File: src/rtl/traffic_ctrl_param.sv
// Parametrised two-road intersection controller with built-in tick prescaler,
// phase timer, all-red clearance, demand-driven early green cut and flash mode.
module traffic_ctrl_param #(
    parameter int TICK_DIV    = 100,
    parameter int GREEN_T     = 10,
    parameter int YELLOW_T    = 2,
    parameter int ALLRED_T    = 1,
    parameter int MIN_GREEN_T = 4
) (
    input  logic       clk,
    input  logic       rst,
    input  logic       req_ns,
    input  logic       req_es,
    input  logic       flash_mode,
    output logic [1:0] ns_light,
    output logic [1:0] es_light,
    output logic [2:0] phase
);

    localparam int MAX_GY = (GREEN_T > YELLOW_T) ? GREEN_T : YELLOW_T;
    localparam int MAX_T  = (MAX_GY > ALLRED_T) ? MAX_GY : ALLRED_T;
    localparam int PW     = (TICK_DIV > 1) ? $clog2(TICK_DIV) : 1;
    localparam int TW     = (MAX_T > 1) ? $clog2(MAX_T) : 1;

    localparam logic [PW-1:0] TICK_LAST   = PW'(TICK_DIV - 1);
    localparam logic [TW-1:0] GREEN_LAST  = TW'(GREEN_T - 1);
    localparam logic [TW-1:0] YELLOW_LAST = TW'(YELLOW_T - 1);
    localparam logic [TW-1:0] ALLRED_LAST = TW'(ALLRED_T - 1);
    localparam logic [TW-1:0] MIN_LAST    = TW'(MIN_GREEN_T - 1);

    localparam logic [1:0] RED    = 2'b00;
    localparam logic [1:0] YELLOW = 2'b01;
    localparam logic [1:0] GREEN  = 2'b10;
    localparam logic [1:0] OFF    = 2'b11;

    typedef enum logic [2:0] {
        AR_TO_NS  = 3'd0,
        NS_GREEN  = 3'd1,
        NS_YELLOW = 3'd2,
        AR_TO_ES  = 3'd3,
        ES_GREEN  = 3'd4,
        ES_YELLOW = 3'd5,
        FLASH     = 3'd6
    } state_t;

    state_t        state, state_nxt;
    logic [PW-1:0] presc;
    logic [TW-1:0] timer;
    logic          lat_ns, lat_es, toggle;
    logic          tick, state_chg;

    assign tick      = (presc == TICK_LAST);
    assign state_chg = (state_nxt != state);

    always_ff @(posedge clk or posedge rst) begin
        if (rst) begin
            state  <= AR_TO_NS;
            presc  <= '0;
            timer  <= '0;
            lat_ns <= 1'b0;
            lat_es <= 1'b0;
            toggle <= 1'b0;
        end else begin
            state <= state_nxt;
            if (state_chg) begin
                presc <= '0;
                timer <= '0;
            end else if (tick) begin
                presc <= '0;
                // FLASH has no duration, so its timer is parked to stay bounded
                if (state != FLASH)
                    timer <= timer + 1'b1;
            end else begin
                presc <= presc + 1'b1;
            end
            lat_ns <= (state_nxt == NS_GREEN && state != NS_GREEN) ? 1'b0 : (lat_ns | req_ns);
            lat_es <= (state_nxt == ES_GREEN && state != ES_GREEN) ? 1'b0 : (lat_es | req_es);
            toggle <= (state == FLASH && !state_chg) ? (toggle ^ tick) : 1'b0;
        end
    end

    always_comb begin
        state_nxt = state;
        case (state)
            AR_TO_NS:  if (tick && timer == ALLRED_LAST) state_nxt = flash_mode ? FLASH : NS_GREEN;
            NS_GREEN:  if (tick && (timer == GREEN_LAST || (lat_es && timer >= MIN_LAST)))
                           state_nxt = NS_YELLOW;
            NS_YELLOW: if (tick && timer == YELLOW_LAST) state_nxt = AR_TO_ES;
            AR_TO_ES:  if (tick && timer == ALLRED_LAST) state_nxt = flash_mode ? FLASH : ES_GREEN;
            ES_GREEN:  if (tick && (timer == GREEN_LAST || (lat_ns && timer >= MIN_LAST)))
                           state_nxt = ES_YELLOW;
            ES_YELLOW: if (tick && timer == YELLOW_LAST) state_nxt = AR_TO_NS;
            FLASH:     if (tick && !flash_mode) state_nxt = AR_TO_NS;
            default:   state_nxt = AR_TO_NS;
        endcase
    end

    always_comb begin
        ns_light = RED;
        es_light = RED;
        phase    = state;
        case (state)
            NS_GREEN:  ns_light = GREEN;
            NS_YELLOW: ns_light = YELLOW;
            ES_GREEN:  es_light = GREEN;
            ES_YELLOW: es_light = YELLOW;
            FLASH: begin
                ns_light = toggle ? OFF : YELLOW;
                es_light = toggle ? OFF : RED;
            end
            default: ;
        endcase
    end

endmodule

File: config.mk
export PLATFORM = sky130hd
export DESIGN_NAME = traffic_ctrl_param
export DESIGN_NICKNAME = d
export VERILOG_FILES = /design/src/rtl/traffic_ctrl_param.sv
export SDC_FILE = /design/constraint.sdc
export NUM_CORES = 1
export LEC_CHECK = 0
export CAP_MARGIN = 20
export CORE_MARGIN = 10
export CORE_UTILIZATION = 45
export CTS_BUF_LIST = sky130_fd_sc_hd__clkbuf_4
export DETAILED_ROUTE_END_ITERATION = 8
export GPL_TIMING_DRIVEN = 0
export PLACE_DENSITY_LB_ADDON = 0.25
export SYNTH_ARGS = -nofsm -noshare
export SYNTH_HDL_FRONTEND = slang
export SYNTH_SLANG_ARGS = --single-unit
File: constraint.sdc
create_clock -name clk -period 2.05 [get_ports clk]
set_input_delay 0.41 -clock clk [delete_from_list [all_inputs] [get_ports clk]]
set_output_delay 0.41 -clock clk [all_outputs]
set_load 0.05 [all_outputs]
After elaboration in Yosys (flattened, before gate mapping):

Cells that the tools add are included.

* input bits: 5
* flip-flop bits (word level): 17
* output and inout bits: 7
* logic and storage cells: 68

* reduce and logical (&&, ||, !) cells: 19
* muxes and demuxes: 22
* equality and inequality tests: 15
* bitwise operators: 3
* $lt $le $gt $ge: 1
* $add $sub $neg: 2

Operator list (number)
* 2-to-1 mux 3 bit: 8
* one-hot mux 3 bit (7 select lines): 1
* 2-to-1 mux 7 bit: 2
* == test 3 bit, second input constant: 4
* 2-to-1 mux 4 bit: 3
* one-hot mux 2 bit (3 select lines): 2
* logical AND 1 bit: 10
* adder 7 x 1 -> 7 bit, second input constant: 1
* == test 7 bit, second input constant: 1
* == test 3 x 1 -> 1 bit, second input constant: 2
* == test 3 x 2 -> 1 bit, second input constant: 2
* 2-to-1 mux 2 bit: 3
* != test 3 bit, second input constant: 2
* adder 4 x 1 -> 4 bit, second input constant: 1
* == test 4 x 1 -> 1 bit, second input constant: 1
* == test 4 bit, second input constant: 1
* greater-or-equal comparator 4 x 2 -> 1 bit, second input constant: 1
* zero test 4 bit: 1
* nonzero test 2 bit: 2
* zero test 3 bit: 1
* 2-to-1 mux 1 bit: 3
* != test 3 x 1 -> 1 bit, second input constant: 1
* != test 3 bit: 1
* zero test 1 bit: 2
* 4 further kinds: 6

Depth between registers and ports, before layout:

* word-level depth: 10
* gate-level depth with buffers: 9
* depth with buffers taken out: 8

Worst setup path before layout:

No wires, ideal clock.

* kind: register to output
* start: reg state[1] (netlist: phase[1])
* end: out es_light[0]
* buffers on the path: 0
* path slack: -1184 ps
* required time: 1640 ps
* stages on the path, launching flop included: 4
* arrival time: 2824 ps
* cell sequence: dfrtp_1 -> nor2b_1 -> nand2_1 -> a21boi_0

* longest elaborated chain between the ends: 2
* elaborated cells on any way between the ends: 4
* those cells by class: eq/ne: 3; mux: 1

Ends and longest elaborated chain
* start: declaration: line 46 `state_t state, state_nxt;`
* start signal: assignment: line 64 `state <= state_nxt;`
* == test 3 bit: line 102 `case (state)`
* one-hot mux 2 bit (3 select lines) *: line 102
* end: declaration: line 16 `output logic [1:0] es_light,`

Mark *: on every way between the ends. The rest lies on a longest branch, timed or not.

Worst setup path in the final report:

* start: reg presc[4]
* end: reg lat_es

* longest elaborated chain between the ends: 7
* elaborated cells on any way between the ends: 17
* those cells by class: eq/ne: 2; mux: 9; reduce/logical: 6

Ends and longest elaborated chain
* start: declaration: line 47 `logic [PW-1:0] presc;`
* start signal: assignment: line 74 `presc <= presc + 1'b1;`
* == test 7 bit *: line 52 `assign tick = (presc == TICK_LAST);`
* logical AND 1 bit, on equally long branches
* 2-to-1 mux 3 bit, or another cell as far along: line 93 `FLASH: if (tick && !flash_mode) state_nxt = AR_TO_NS;`
* one-hot mux 3 bit (7 select lines) *: line 84 `case (state)`
* net state_nxt[1]: line 46
* == test 3 bit *: line 77 `lat_es <= (state_nxt == ES_GREEN && state != ES_GREEN) ? 1'b0 : (lat_es | req_es);`
* logical AND 1 bit *: line 77
* 2-to-1 mux 1 bit *: line 77
* end signal: assignment: line 77
* end: declaration: line 49 `logic lat_ns, lat_es, toggle;`

The timed path passes the listed nets; every way through them passes the cells marked *.
A chain may end at the register's enable or synchronous reset.

==> flow_metrics.tcl <==
set metrics [dict create \
    irDropWorstVdd_mv 0.293 \
    final_cell_mix "buf_4 (13), dfrtp_1 (11), nor2_1 (10), nand2_1 (9)" \
    cts_tree "done" \
    htree_levels 1 \
    syn_inst 130 \
    grt_max_degree 18 \
    violations "setup timing" \
    place_hpwl_mm 2.19 \
    cp.required_ps 2240 \
    async_reset_ff_share_pct 100 \
    relSlewSlack_pct 55.3 \
    synth_edf_count 0 \
    crit_start "presc[4]" \
    synth.cell_area_sq_mm 0.00122 \
    first_pass_iters 4 \
    die_w_um 72.0 \
    ys_ff_latch 17 \
    grt_use_met2_pct 22.4 \
    layout_commonest_cell "buf_4" \
    synth_cell_types 43 \
    r2r-end "lat_es" \
    critPathKind "flip-flop to flip-flop" \
    synth_top_area_cell "dfrtp_1" \
    clock-sinks 17 \
    start_util_pct 48.2 \
    avgSynthCellArea_sq_um 9.36 \
    routed_via_density 6.16 \
    multi_input_area_sq_um 932 \
    start_kind "flip-flop" \
    crit_fanout 4 \
    wire_per_inst_um 18.7 \
    clk_latency_ps 300 \
    p_leak_nw 0.655 \
    grt_pass1_vias 1155 \
    fin_ws_ps -48.3 \
    final-setup-viol-count 5 \
    maxCapViolCount 0 \
    cts-root-buf "clkbuf_4" \
    finalHoldViolCount 0 \
    total_power_mw 0.546 \
    routed-via-count 1164 \
    grt_pass1_wl_mm 5.51 \
    fillers 203 \
    drc 0 \
    core_area_sq_mm 0.00252 \
    fin_nets 169 \
    reg2reg_slack_ps -50 \
    r2r.worst_path.cells 7 \
    fp-row-count 18 \
    die_area_sq_mm 0.00518 \
    hold_buffers 0 \
    antenna_found_initial 0 \
    worst_pin_slew_ps 670 \
    crit_arrival_ps 2290 \
    drt_iter0_markers 79 \
    layout-drive-gt1-share_pct 46.5 \
    met3_usage_pct 2.45 \
    end_kind "flip-flop" \
    io_buffers 11 \
    cp-endpoint "lat_es" \
    finish.instance_area_sq_mm 0.00171 \
    clockBufferDepth 2 \
    synth_nets 139 \
    synth.area.top_cells "dfrtp_1 (35%), a21oi_1 (4.9%), a211oi_2 (4.1%), ha_1 (4.1%), xnor2_1 (3.6%)" \
    regArea_sq_um 433 \
    max_freq_mhz 477 \
    io-pin-count 12 \
    min-delay-path-class "input port to async pin" \
    grt_overflow 0 \
    regToRegStartpoint "presc[4]" \
    syn2layout_area_growth_pct 40.9 \
    grt-busiest-layer "met2" \
    synth_top_cell_area_share_pct 35.0 \
    wl_mm 3.54 \
    die_h_um 72.0 \
    yosysWarningCount 0 \
    yosysSeqAreaShare_pct 35.0 \
    grtUsageTotal_pct 12.9 \
    postPlaceCellArea_sq_mm 0.00140 \
    num_antenna_cells 0 \
    use_met1_pct 15.3 \
    clkTransAtPathRegs_ps 110 \
    power.density_mw_per_mm2 319 \
    period_share_pct 102 \
    fin_crit_ps 2100 \
    outcome "finished, violations left" \
    rsz0062_at_grt "yes" \
    final-max-slew-violation-count 0 \
    place_congestion 0.888 \
    cts_buffers 3 \
    synth_top_flop_cell "dfrtp_1" \
    drtAntennaViolNets 0 \
    finalClockSkew_ps 5.12 \
]
registers in the layout (all words and copies together) (netlist names):
| signal | flops |
|---|---|
| lat_es | 1 |
| lat_ns | 1 |
| phase | 3 |
| presc | 7 |
| timer | 4 |
| toggle | 1 |
cell usage after synthesis (2+ instances only):
| library cell | instances |
|---|---|
| a211oi_2 | 4 |
| nand2_1 | 10 |
| xnor2_1 | 5 |
| o21ai_0 | 3 |
| dfrtp_1 | 17 |
| nand2b_1 | 3 |
| nand3_1 | 7 |
| o21ai_1 | 3 |
| a21boi_0 | 2 |
| clkbuf_1 | 3 |
| a41o_1 | 2 |
| nor3_1 | 3 |
| nor2b_1 | 2 |
| inv_1 | 7 |
| nor2_1 | 11 |
| o211ai_1 | 2 |
| and2_1 | 2 |
| buf_2 | 2 |
| a21oi_1 | 12 |
| ha_1 | 4 |
| xor2_1 | 3 |
| nor3b_1 | 2 |
power breakdown:
part | switching (mW) | total, mW | internal, mW
clock | 0.120 | 0.193 | 0.0729
combinational | 0.0106 | 0.0176 | 0.00707
sequential | 0.0000000000000000998 | 0.335 | 0.335
kinds of logic after synthesis:
logic type | count (synthesis) | synth area share [%]
flops | 17 | 35.0
compound gates | 41 | 27.4
fa+ha+maj | 4 | 4.12
simple gates | 47 | 23.0
xor+xnor | 8 | 5.76
buf+inv | 12 | 3.91
mux | 1 | 0.823
through the flow:
| step | setup TNS [ps] | hold WS (ps) | cells | utilization (%) | setup slack [ps] |
|---|---|---|---|---|---|
| after floorplan | 0 | 336 | 130 | - | 12.2 |
| after global placement | -2660 | 489 | 171 | 55.6 | -348 |
| after detailed placement | -3030 | 495 | 171 | 55.6 | -395 |
| after CTS | -345 | 510 | 185 | 63.8 | -47.4 |
| after global routing | -1030 | 549 | 189 | 68.0 | -122 |
| final | -71.5 | 487 | 189 | 68.0 | -48.3 |
how the worst min path moves through the flow:
stage	slack, ps	endpoint	from	depth (start not counted)
2_1_floorplan	340	lat_es	rst	1
3_3_place_gp	490	presc[0]	presc[0]	1
3_5_place_dp	500	presc[0]	presc[0]	1
4_1_cts	510	timer[0]	rst	2
5_1_grt	550	timer[2]	rst	2
6_report	490	timer[0]	rst	2
layer usage:
| layer | part of all wire [%] | wire, um | up-vias |
|---|---|---|---|
| met5 | 0 | 0 | - |
| met1 | 42 | 1490 | 573 |
| met3 | 6.0 | 213 | 20 |
| met2 | 48 | 1700 | 38 |
| li1 | - | - | 533 |
| met4 | 3.8 | 136 | 0 |
critical path: stages (launching register included):
cell,delay (ps)
dfrtp_2,450
or4b_4,590
nor3_4,220
buf_6,140
nor2_1,40
o21ai_1,110
nand2_1,70
o32a_1,370
repair_timing:
item,CTS,global route
setup buffers,9,5
gates resized for setup,48,21
gates cloned,1,0
pin swaps,11,12
endpoints found under the setup margin,16,14
area by class of cell:
type / instances / area share (%)
inverter: 7 / 1.53
buffer: 4 / 1.82
multi-input combinational: 101 / 54.4
tap: 30 / 2.19
clock inverter: 1 / 0.292
clock buffer: 3 / 1.31
sequential: 17 / 25.3
timing repair buffer: 26 / 13.2
Note: power is estimated with default switching activity, not from simulation.
